## src/rtl/disp_arbiter.sv

```systemverilog
// Round-robin owner selection for the shared 4-digit seven-segment display.
// Enforces a dwell time when contested and a blank gap between owners.
module disp_arbiter #(
    parameter int          DWELL_CYCLES = 50_000_000,
    parameter int          BLANK_CYCLES = 5_000_000,
    parameter int          CNT_W        = 26,
    parameter logic [7:0]  BLANK_PAT    = 8'hFF
) (
    input  logic        clk,
    input  logic        reset,
    input  logic        req0,
    input  logic [31:0] src0_digits,
    input  logic        req1,
    input  logic [31:0] src1_digits,
    output logic        gnt0,
    output logic        gnt1,
    output logic [7:0]  in0,
    output logic [7:0]  in1,
    output logic [7:0]  in2,
    output logic [7:0]  in3
);

    localparam logic [CNT_W-1:0] DWELL_MAX = CNT_W'(DWELL_CYCLES - 1);
    localparam logic [CNT_W-1:0] BLANK_MAX = CNT_W'(BLANK_CYCLES - 1);
    localparam logic [31:0]      BLANK4    = {4{BLANK_PAT}};

    typedef enum logic [1:0] {
        IDLE,
        SHOW,
        GAP
    } state_t;

    state_t           state;
    logic [CNT_W-1:0] cnt;
    // Last-served source; while in SHOW it is also the current owner.
    logic             ptr;

    logic        any_req;
    logic        win;
    logic        own_req;
    logic        oth_req;
    logic        dwell_done;
    logic [31:0] win_digits;
    logic [31:0] own_digits;

    assign any_req    = req0 | req1;
    assign win        = (req0 & req1) ? ~ptr : req1;
    assign win_digits = win ? src1_digits : src0_digits;
    assign own_req    = ptr ? req1 : req0;
    assign oth_req    = ptr ? req0 : req1;
    assign own_digits = ptr ? src1_digits : src0_digits;
    assign dwell_done = (cnt == DWELL_MAX);

    always_ff @(posedge clk) begin
        if (reset) begin
            state                <= IDLE;
            cnt                  <= '0;
            ptr                  <= 1'b1;
            gnt0                 <= 1'b0;
            gnt1                 <= 1'b0;
            {in3, in2, in1, in0} <= BLANK4;
        end else begin
            unique case (state)
                IDLE: begin
                    cnt <= '0;
                    if (any_req) begin
                        state                <= SHOW;
                        ptr                  <= win;
                        gnt0                 <= ~win;
                        gnt1                 <= win;
                        {in3, in2, in1, in0} <= win_digits;
                    end else begin
                        gnt0                 <= 1'b0;
                        gnt1                 <= 1'b0;
                        {in3, in2, in1, in0} <= BLANK4;
                    end
                end
                SHOW: begin
                    if (!own_req || (dwell_done && oth_req)) begin
                        state                <= GAP;
                        cnt                  <= '0;
                        gnt0                 <= 1'b0;
                        gnt1                 <= 1'b0;
                        {in3, in2, in1, in0} <= BLANK4;
                    end else begin
                        {in3, in2, in1, in0} <= own_digits;
                        if (!dwell_done) begin
                            cnt <= cnt + 1'b1;
                        end
                    end
                end
                GAP: begin
                    if (cnt == BLANK_MAX) begin
                        cnt <= '0;
                        if (any_req) begin
                            state                <= SHOW;
                            ptr                  <= win;
                            gnt0                 <= ~win;
                            gnt1                 <= win;
                            {in3, in2, in1, in0} <= win_digits;
                        end else begin
                            state <= IDLE;
                        end
                    end else begin
                        cnt <= cnt + 1'b1;
                    end
                end
                default: begin
                    state                <= IDLE;
                    cnt                  <= '0;
                    gnt0                 <= 1'b0;
                    gnt1                 <= 1'b0;
                    {in3, in2, in1, in0} <= BLANK4;
                end
            endcase
        end
    end

endmodule

```

## config.mk

```make
export PLATFORM = sky130hd
export DESIGN_NAME = disp_arbiter
export DESIGN_NICKNAME = d
export VERILOG_FILES = /design/src/rtl/disp_arbiter.sv
export SDC_FILE = /design/constraint.sdc
export NUM_CORES = 1
export LEC_CHECK = 0
export CAP_MARGIN = 25
export CELL_PAD_IN_SITES_DETAIL_PLACEMENT = 0
export CELL_PAD_IN_SITES_GLOBAL_PLACEMENT = 1
export CORE_ASPECT_RATIO = 0.5
export CORE_UTILIZATION = 34
export DETAILED_ROUTE_END_ITERATION = 10
export HOLD_SLACK_MARGIN = 0.12
export PLACE_DENSITY_LB_ADDON = 0.1
export SETUP_SLACK_MARGIN = 0.15
export SYNTH_ARGS = -nofsm -noshare
export SYNTH_HDL_FRONTEND = slang
export SYNTH_SLANG_ARGS = --single-unit
```

## constraint.sdc

```tcl
create_clock -name clk -period 3 [get_ports clk]
set_clock_uncertainty 0.1 [all_clocks]
set_input_delay 0.6 -clock clk [delete_from_list [all_inputs] [get_ports clk]]
set_output_delay 0.6 -clock clk [all_outputs]
set_load 0.01 [all_outputs]
```

==> report_table.html, run 1 <==
<table>
<tr><th>Metric</th><th>Value</th></tr>
<tr><th colspan="2">Status</th></tr>
<tr><td>Result of the run</td><td>complete, but fails checks</td></tr>
<tr><td>Violated checks</td><td>DRC</td></tr>
<tr><th colspan="2">Floorplanning</th></tr>
<tr><td>Area of the core</td><td>8890 µm²</td></tr>
<tr><td># IOs</td><td>102</td></tr>
<tr><td>Die Footprint</td><td>9740 µm²</td></tr>
<tr><td>Starting utilization of the core area</td><td>35.7%</td></tr>
<tr><td>Number of cell rows</td><td>24</td></tr>
<tr><td>Height of the die</td><td>70.3 µm</td></tr>
<tr><td>Die outline width</td><td>139 µm</td></tr>
<tr><th colspan="2">Pwr</th></tr>
<tr><td>P_sw</td><td>1.25 mW</td></tr>
<tr><td>Peak supply drop</td><td>0.000297 V</td></tr>
<tr><td>Areal power density over the cells</td><td>819 nW/µm²</td></tr>
<tr><td>Fraction of power consumed by the clock network</td><td>27.4%</td></tr>
<tr><td>Leakage power figure</td><td>1.64 nW</td></tr>
<tr><td>Sw Ratio</td><td>33.3%</td></tr>
<tr><td>Internal power of the cells</td><td>2.51 mW</td></tr>
<tr><td>Overall Power</td><td>3.75 mW</td></tr>
<tr><td>Portion of total power attributed to sequential cells</td><td>31.7%</td></tr>
<tr><td>Combinational fraction of design power</td><td>40.9%</td></tr>
<tr><th colspan="2">Clock tree</th></tr>
<tr><td>Clock net sink count</td><td>63</td></tr>
<tr><td>Clock tree from TritonCTS</td><td>yes</td></tr>
<tr><td>Clk slew on worst S/H paths</td><td>50 ps</td></tr>
<tr><td>Maximum buffer depth of the clock tree</td><td>2</td></tr>
<tr><td>Number of buffers inserted for hold repair after clock tree synthesis</td><td>0</td></tr>
<tr><td>Buffers inserted during post-CTS setup optimization</td><td>0</td></tr>
<tr><td>H-tree levels</td><td>3</td></tr>
<tr><td>Number of clock buffers inserted by TritonCTS</td><td>9</td></tr>
<tr><td>Number of gates resized after cts</td><td>0</td></tr>
<tr><td>CTS Root Buffer Type</td><td>clkbuf_16</td></tr>
<tr><td>Clock latency reported for the late side of the worst-skew pair</td><td>330 ps</td></tr>
<tr><th colspan="2">Timing</th></tr>
<tr><td>Sum Neg Setup Slack</td><td>0 ps</td></tr>
<tr><td>Final setup violation count</td><td>0</td></tr>
<tr><td>Crit share post-route</td><td>87.4%</td></tr>
<tr><td>Post-route setup slack</td><td>377 ps</td></tr>
<tr><td>Max-slew headroom</td><td>49.0%</td></tr>
<tr><td>Number of failing hold endpoints at the final stage</td><td>0</td></tr>
<tr><td>Hold slack final</td><td>387 ps</td></tr>
<tr><td>Fin crit period</td><td>2620 ps</td></tr>
<tr><td>Unrepaired setup endpoints after global routing</td><td>no</td></tr>
<tr><td>Transition time at the pin with the least slew margin</td><td>760 ps</td></tr>
<tr><td>Maximum achievable frequency</td><td>381 MHz</td></tr>
<tr><td>Slew Limit Fails</td><td>0</td></tr>
<tr><th colspan="2">Placement</th></tr>
<tr><td>Total cell area at the placement stage</td><td>4290 µm²</td></tr>
<tr><td>Global placer's final weighted congestion</td><td>0.877</td></tr>
<tr><td>Post-placement setup slack</td><td>382 ps</td></tr>
<tr><td>Placed cell count</td><td>588</td></tr>
<tr><td>HPWL after DPL</td><td>7130 µm</td></tr>
<tr><td># port buffers</td><td>101</td></tr>
<tr><th colspan="2">Synthesis</th></tr>
<tr><td>Post-synth cell types</td><td>54</td></tr>
<tr><td>Dominant cells by area after synthesis</td><td>dfxtp_1 (40%), a21oi_1 (7.6%), a22oi_1 (7.6%), nor2_1 (7.5%), xnor2_1 (3.0%)</td></tr>
<tr><td>Part of the Yosys area used for sequential elements</td><td>39.8%</td></tr>
<tr><td>Area fraction in and, or, nand and nor cells after synthesis</td><td>23.2%</td></tr>
<tr><td>Syn Inst Count</td><td>376</td></tr>
<tr><td>Largest family of logic cells by synthesized area</td><td>simple AND/OR/NAND/NOR gates</td></tr>
<tr><td>Area leader, netlist</td><td>dfxtp_1</td></tr>
<tr><td>Adder and majority gate portion of the synthesized area</td><td>1.97%</td></tr>
<tr><td>Post-Syn Area per Cell</td><td>8.44 µm²</td></tr>
<tr><td>Number of flops mapped to enable cells by yosys</td><td>0</td></tr>
<tr><td>Share of the synthesized area in compound gates (AO/OA/AOI/OAI)</td><td>22.9%</td></tr>
<tr><td>Fraction of registers with async set/reset</td><td>0%</td></tr>
<tr><td>Portion of netlist area occupied by mux cells</td><td>0.355%</td></tr>
<tr><td>Flip-flop cell with the highest count after synthesis</td><td>dfxtp_1</td></tr>
<tr><td>Top post-synthesis cells by count</td><td>dfxtp_1 (63), nor2_1 (63), a21oi_1 (48)</td></tr>
<tr><td>Fraction of synthesized cell area in xor and xnor cells</td><td>5.25%</td></tr>
<tr><td>Number of warnings reported in the yosys synthesis log</td><td>0</td></tr>
<tr><td>Number of register bits inferred by synthesis</td><td>63</td></tr>
<tr><td>Fraction of synthesized cell area taken by the top area cell type</td><td>39.8%</td></tr>
<tr><td>Post-synthesis instance area</td><td>3170 µm²</td></tr>
<tr><td>Syn nets</td><td>449</td></tr>
<tr><th colspan="2">Detailed routing</th></tr>
<tr><td>Number of detailed-routing iterations run before antenna repair</td><td>9</td></tr>
<tr><td>Avg WL per Cell</td><td>16.1 µm</td></tr>
<tr><td>Average via count per standard cell</td><td>5.34</td></tr>
<tr><td>Post-DRT Antenna Nets</td><td>0</td></tr>
<tr><td>Total via count in the routed design</td><td>3,228</td></tr>
<tr><td>Wirelength, routed</td><td>9700 µm</td></tr>
<tr><td>DRC violations left</td><td>12</td></tr>
<tr><td>Detailed Route Iter0 Violations</td><td>222</td></tr>
<tr><th colspan="2">Min path</th></tr>
<tr><td>Hold path startpoint</td><td>in1[6]$_SDFFE_PP1P_</td></tr>
<tr><td>Cell depth of the worst hold path</td><td>2</td></tr>
<tr><td>Path type of the worst min-delay path</td><td>reg -&gt; reg</td></tr>
<tr><th colspan="2">GRT</th></tr>
<tr><td>Global router's overall resource usage</td><td>20.7%</td></tr>
<tr><td>Antenna violations before repair</td><td>0</td></tr>
<tr><td>Largest net degree at the start of global routing</td><td>28</td></tr>
<tr><td>Wire length of the first global-routing pass</td><td>15,800 µm</td></tr>
<tr><td>GR Overflow Total</td><td>0</td></tr>
<tr><td>Via count of the first global-routing pass</td><td>3,108</td></tr>
<tr><th colspan="2">Critical path</th></tr>
<tr><td>Beginning of the worst register-to-register path</td><td>cnt[12]$_SDFFE_PP0P_</td></tr>
<tr><td>Endpoint required time on the critical path</td><td>3110 ps</td></tr>
<tr><td>Crit. Startpoint</td><td>cnt[12]$_SDFFE_PP0P_</td></tr>
<tr><td>Max incr delay on CP</td><td>570 ps</td></tr>
<tr><td>Critical path startpoint category</td><td>register</td></tr>
<tr><td>Cell type of the slowest stage on the worst timing path</td><td>or4b_1</td></tr>
<tr><td>CP Capture Type</td><td>register</td></tr>
<tr><td>Path depth of the worst reg2reg path</td><td>7</td></tr>
<tr><td>Worst Setup Path Type</td><td>reg -&gt; reg</td></tr>
<tr><td>Largest fanout of any net on the critical path</td><td>18</td></tr>
<tr><td>Critical path arrival</td><td>2730 ps</td></tr>
<tr><td>Chain of cells forming the critical path</td><td>or4b_1 -&gt; or4_4 -&gt; nor3_2 -&gt; nor2_1 -&gt; a2111oi_4 -&gt; buf_4 -&gt; a21oi_1</td></tr>
<tr><th colspan="2">Layout</th></tr>
<tr><td>Final non-filler cell area</td><td>4580 µm²</td></tr>
<tr><td>Synthesis-to-finish area growth</td><td>44.5%</td></tr>
<tr><td>Count of antenna diodes in the layout</td><td>0</td></tr>
<tr><td>Non-filler instance count after layout</td><td>604</td></tr>
<tr><td>NumNets Final</td><td>555</td></tr>
<tr><td>Filler cell count in the final layout</td><td>824</td></tr>
<tr><td>Final design utilization</td><td>51.6%</td></tr>
<tr><td>Layout cell share with drive strength beyond 1</td><td>8.42%</td></tr>
<tr><th colspan="2">Flow run</th></tr>
<tr><td>Max-cap violations</td><td>0</td></tr>
</table>
registers in the layout, indices dropped and copies added, names as in the netlist:
register / count
state: 2
in0: 8
gnt0: 1
gnt1: 1
cnt: 26
ptr: 1
in2: 8
in3: 8
in1: 8
layout by cell type, fill, tap and decap left out, types with 2 or more instances in the layout:
cell type / count
o22ai_1: 2
nand3_1: 12
inv_1: 5
a21o_1: 2
nand3b_1: 3
a21oi_1: 48
buf_4: 14
clkbuf_16: 9
xnor2_1: 11
o41a_1: 2
a31oi_1: 5
o21ai_0: 8
nor4_1: 3
clkbuf_1: 2
nor4b_1: 3
nand2_1: 22
nor3_1: 6
nor2_1: 63
or2_2: 2
xor2_1: 8
or4_1: 2
clkdlybuf4s50_1: 101
ha_1: 5
a22oi_1: 32
clkinv_2: 3
o41ai_1: 2
and3_1: 6
nand4_1: 13
dfxtp_1: 63
and2_1: 3
or3_1: 3
buf_12: 2
routing by layer:
metal / global-route usage (%) / part of all wire [%] / vias up / routed length (µm)
li1: - / - / 1588 / -
met1: 25.4 / 45 / 1505 / 4390
met2: 34.7 / 46 / 118 / 4440
met3: 6.17 / 7.3 / 17 / 712
met4: 6.99 / 1.6 / 0 / 153
met5: 0 / 0 / - / 0
worst max-delay path: cells and delay by family (launching register included):
family | cells | cell delay [ps]
compound gates | 2 | 450
flops | 1 | 390
simple gates | 4 | 1280
buf+inv | 1 | 290
kinds of logic after synthesis:
| kind of cell | count (synthesis) |
|---|---|
| simple gates | 149 |
| compound gates | 112 |
| flops | 63 |
| buf+inv | 27 |
| xor+xnor | 19 |
| fa+ha+maj | 5 |
| mux | 1 |
power groups by stage:
stage	Sequential (mW)	Clock [mW]	Combinational (mW)
floorplan	1.29	0	0.741
global placement	1.20	0	1.52
detailed placement	1.21	0	1.54
CTS	1.19	1.05	1.54
global route	1.23	1.09	1.66
finish	1.19	1.03	1.54
worst paths after layout:
| kind | endpoint | slack [ps] |
|---|---|---|
| min reg2reg | in1[6]$_SDFFE_PP1P_ | 390 |
| max reg2reg | in0[3]$_SDFFE_PP1P_ | 380 |
| min | in1[6]$_SDFFE_PP1P_ | 390 |
| max | in0[3]$_SDFFE_PP1P_ | 380 |
final cells by class:
cell class,instances,area [µm²],area share [%]
inverter,5,18.8,0.410
clock inverter,4,45.0,0.983
clock buffer,12,246,5.38
timing repair buffer,117,1160,25.2
tap,117,146,3.19
sequential,63,1260,27.5
multi-input combinational,286,1710,37.3
Note: power is estimated with default switching activity, not from simulation.
==> run 2: changes to the inputs <==
--- a/config.mk
+++ b/config.mk
@@ -12,8 +12,10 @@
 export CORE_UTILIZATION = 34
 export DETAILED_ROUTE_END_ITERATION = 10
 export HOLD_SLACK_MARGIN = 0.12
+export MAX_ROUTING_LAYER = met4
 export PLACE_DENSITY_LB_ADDON = 0.1
 export SETUP_SLACK_MARGIN = 0.15
+export SLEW_MARGIN = 20
 export SYNTH_ARGS = -nofsm -noshare
 export SYNTH_HDL_FRONTEND = slang
 export SYNTH_SLANG_ARGS = --single-unit
==> run 2 against run 1 <==
The run still ends with DRC left. Sequential power about the same. First-iteration DRC count shrank 5.9%. Sequential share of layout area unchanged. Global-route usage rose by 0.64 points. Non-clock buffer count is the same. Fmax shrank 0.14%. Via count barely moved. Largest cell class unchanged.
==> report_table.html, run 2 (synthesized netlist as in run 1, its figures left out) <==
<table>
<tr><th>Metric</th><th>Value</th></tr>
<tr><th colspan="2">Clock tree</th></tr>
<tr><td>Number of clock buffers inserted by TritonCTS</td><td>9 (unchanged)</td></tr>
<tr><td>Number of gates resized after cts</td><td>0 (unchanged)</td></tr>
<tr><td>Maximum buffer depth of the clock tree</td><td>2 (unchanged)</td></tr>
<tr><td>Clk slew on worst S/H paths</td><td>50 ps (about the same)</td></tr>
<tr><td>Number of buffers inserted for hold repair after clock tree synthesis</td><td>0 (unchanged)</td></tr>
<tr><td>CTS Root Buffer Type</td><td>clkbuf_16 (unchanged)</td></tr>
<tr><td>H-tree levels</td><td>3 (unchanged)</td></tr>
<tr><td>Clock net sink count</td><td>63 (unchanged)</td></tr>
<tr><td>Clock tree from TritonCTS</td><td>yes (unchanged)</td></tr>
<tr><td>Clock latency reported for the late side of the worst-skew pair</td><td>330 ps (about the same)</td></tr>
<tr><td>Buffers inserted during post-CTS setup optimization</td><td>0 (unchanged)</td></tr>
<tr><th colspan="2">GRT</th></tr>
<tr><td>Antenna violations before repair</td><td>0 (unchanged)</td></tr>
<tr><td>Global router's overall resource usage</td><td>21.3% (was 20.7%)</td></tr>
<tr><td>Wire length of the first global-routing pass</td><td>15,800 µm (about the same)</td></tr>
<tr><td>GR Overflow Total</td><td>0 (unchanged)</td></tr>
<tr><td>Largest net degree at the start of global routing</td><td>28 (unchanged)</td></tr>
<tr><td>Via count of the first global-routing pass</td><td>3,099 (was 3,108)</td></tr>
<tr><th colspan="2">Pwr</th></tr>
<tr><td>Overall Power</td><td>3.75 mW (about the same)</td></tr>
<tr><td>Areal power density over the cells</td><td>819 nW/µm² (about the same)</td></tr>
<tr><td>Leakage power figure</td><td>1.64 nW (unchanged)</td></tr>
<tr><td>Peak supply drop</td><td>0.000297 V (about the same)</td></tr>
<tr><th colspan="2">Timing</th></tr>
<tr><td>Unrepaired setup endpoints after global routing</td><td>no (unchanged)</td></tr>
<tr><td>Transition time at the pin with the least slew margin</td><td>757 ps (was 760 ps)</td></tr>
<tr><td>Maximum achievable frequency</td><td>381 MHz (about the same)</td></tr>
<tr><td>Crit share post-route</td><td>87.6% (was 87.4%)</td></tr>
<tr><td>Max-slew headroom</td><td>49.2% (was 49.0%)</td></tr>
<tr><td>Sum Neg Setup Slack</td><td>0 ps (unchanged)</td></tr>
<tr><td>Post-route setup slack</td><td>373 ps (was 377 ps)</td></tr>
<tr><td>Hold slack final</td><td>384 ps (was 387 ps)</td></tr>
<tr><td>Final setup violation count</td><td>0 (unchanged)</td></tr>
<tr><td>Fin crit period</td><td>2630 ps (was 2620 ps)</td></tr>
<tr><td>Number of failing hold endpoints at the final stage</td><td>0 (unchanged)</td></tr>
<tr><td>Slew Limit Fails</td><td>0 (unchanged)</td></tr>
<tr><th colspan="2">Layout</th></tr>
<tr><td>Flip-flop count of the largest register after layout</td><td>26 (unchanged)</td></tr>
<tr><td>Layout cell share with drive strength beyond 1</td><td>8.42% (unchanged)</td></tr>
<tr><td>Synthesis-to-finish area growth</td><td>44.5% (unchanged)</td></tr>
<tr><td>NumNets Final</td><td>555 (unchanged)</td></tr>
<tr><td>Commonest non-fill, non-tap cell in the layout</td><td>clkdlybuf4s50_1 (unchanged)</td></tr>
<tr><td>Count of antenna diodes in the layout</td><td>0 (unchanged)</td></tr>
<tr><td>Register with the most flip-flops</td><td>cnt (unchanged)</td></tr>
<tr><td>Leading cell types in the layout, fill and taps excluded</td><td>clkdlybuf4s50_1 (101), nor2_1 (63), dfxtp_1 (63) (unchanged)</td></tr>
<tr><th colspan="2">Detailed routing</th></tr>
<tr><td>Number of detailed-routing iterations run before antenna repair</td><td>8 (was 9)</td></tr>
<tr><td>Post-DRT Antenna Nets</td><td>0 (unchanged)</td></tr>
<tr><td>Average via count per standard cell</td><td>5.35 (was 5.34)</td></tr>
<tr><td>Avg WL per Cell</td><td>16.0 µm (was 16.1 µm)</td></tr>
<tr><td>Wirelength, routed</td><td>9670 µm (was 9700 µm)</td></tr>
<tr><td>Total via count in the routed design</td><td>3,229 (was 3,228)</td></tr>
<tr><td>DRC violations left</td><td>12 (unchanged)</td></tr>
<tr><td>Detailed Route Iter0 Violations</td><td>209 (was 222)</td></tr>
<tr><th colspan="2">Flow run</th></tr>
<tr><td>Max-cap violations</td><td>0 (unchanged)</td></tr>
<tr><th colspan="2">Min path</th></tr>
<tr><td>Path type of the worst min-delay path</td><td>reg -&gt; reg (unchanged)</td></tr>
<tr><th colspan="2">Placement</th></tr>
<tr><td>Global placer's final weighted congestion</td><td>0.891 (was 0.877)</td></tr>
<tr><td>Post-placement setup slack</td><td>382 ps (unchanged)</td></tr>
<tr><td># port buffers</td><td>101 (unchanged)</td></tr>
<tr><td>HPWL after DPL</td><td>7130 µm (unchanged)</td></tr>
<tr><th colspan="2">Status</th></tr>
<tr><td>Violated checks</td><td>DRC (unchanged)</td></tr>
<tr><td>Result of the run</td><td>complete, but fails checks (unchanged)</td></tr>
<tr><th colspan="2">Critical path</th></tr>
<tr><td>Largest fanout of any net on the critical path</td><td>18 (unchanged)</td></tr>
<tr><td>Critical path startpoint category</td><td>register (unchanged)</td></tr>
<tr><td>Endpoint required time on the critical path</td><td>3100 ps (was 3110 ps)</td></tr>
<tr><td>Worst Setup Path Type</td><td>reg -&gt; reg (unchanged)</td></tr>
<tr><td>CP Capture Type</td><td>register (unchanged)</td></tr>
<tr><td>Critical path arrival</td><td>2730 ps (about the same)</td></tr>
<tr><th colspan="2">Floorplanning</th></tr>
<tr><td># IOs</td><td>102 (unchanged)</td></tr>
<tr><td>Starting utilization of the core area</td><td>35.7% (unchanged)</td></tr>
<tr><td>Die Footprint</td><td>9740 µm² (unchanged)</td></tr>
<tr><td>Area of the core</td><td>8890 µm² (unchanged)</td></tr>
<tr><td>Number of cell rows</td><td>24 (unchanged)</td></tr>
<tr><td>Die outline width</td><td>139 µm (unchanged)</td></tr>
<tr><td>Height of the die</td><td>70.3 µm (unchanged)</td></tr>
</table>
run 2: cell counts in the layout (fill, tap and decap cells not counted):
Identical to the previous run, type by type.
run 2: routing by layer:
metal / share of wire [%] / vias to the layer above / GRT usage [%]
met1: 46 / 1509 / 25.6
met3: 6.8 / 13 / 6.17
met2: 46 / 117 / 34.5
li1: - / 1590 / -
met5: 0 / - / -
met4: 1.4 / 0 / 6.99
run 2: worst paths after layout:
path,from,endpoint,slack (ps),depth (start not counted)
worst min-delay path,in1[6]$_SDFFE_PP1P_,in1[6]$_SDFFE_PP1P_,380,2
worst max register to register,cnt[12]$_SDFFE_PP0P_,in0[3]$_SDFFE_PP1P_,370,7
worst min register to register,in1[6]$_SDFFE_PP1P_,in1[6]$_SDFFE_PP1P_,380,2
worst max-delay path,cnt[12]$_SDFFE_PP0P_,in0[3]$_SDFFE_PP1P_,370,7
run 2: power by group:
group          internal [mW]  switching [mW]  total, mW
combinational          0.779           0.755       1.53
clock                  0.661           0.367       1.03
sequential              1.06           0.126       1.19
run 2: layout make-up:
type	count	area [µm²]
fillers	824	4310
multi-input cells	286	1710
flip-flops and latches	63	1260
repair buffers	117	1160
clock buffers	12	246
well taps	117	146
clock inverters	4	45.0
inverters	5	18.8
run 2: through the flow:
step	instances	instance area [µm²]	utilization (%)
6_report	604	4580	51.6
5_1_grt	604	4580	51.6
4_1_cts	604	4580	51.6
3_5_place_dp	588	4290	48.3
3_3_place_gp	588	4290	48.3
2_1_floorplan	376	3170	-
run 2: worst max-delay path, cell delays in order (launching register included):
cell and delay [ps]:
dfxtp_1 390, or4b_1 570, or4_4 470, nor3_2 140, nor2_1 100, a2111oi_4 350
buf_4 290, a21oi_1 100
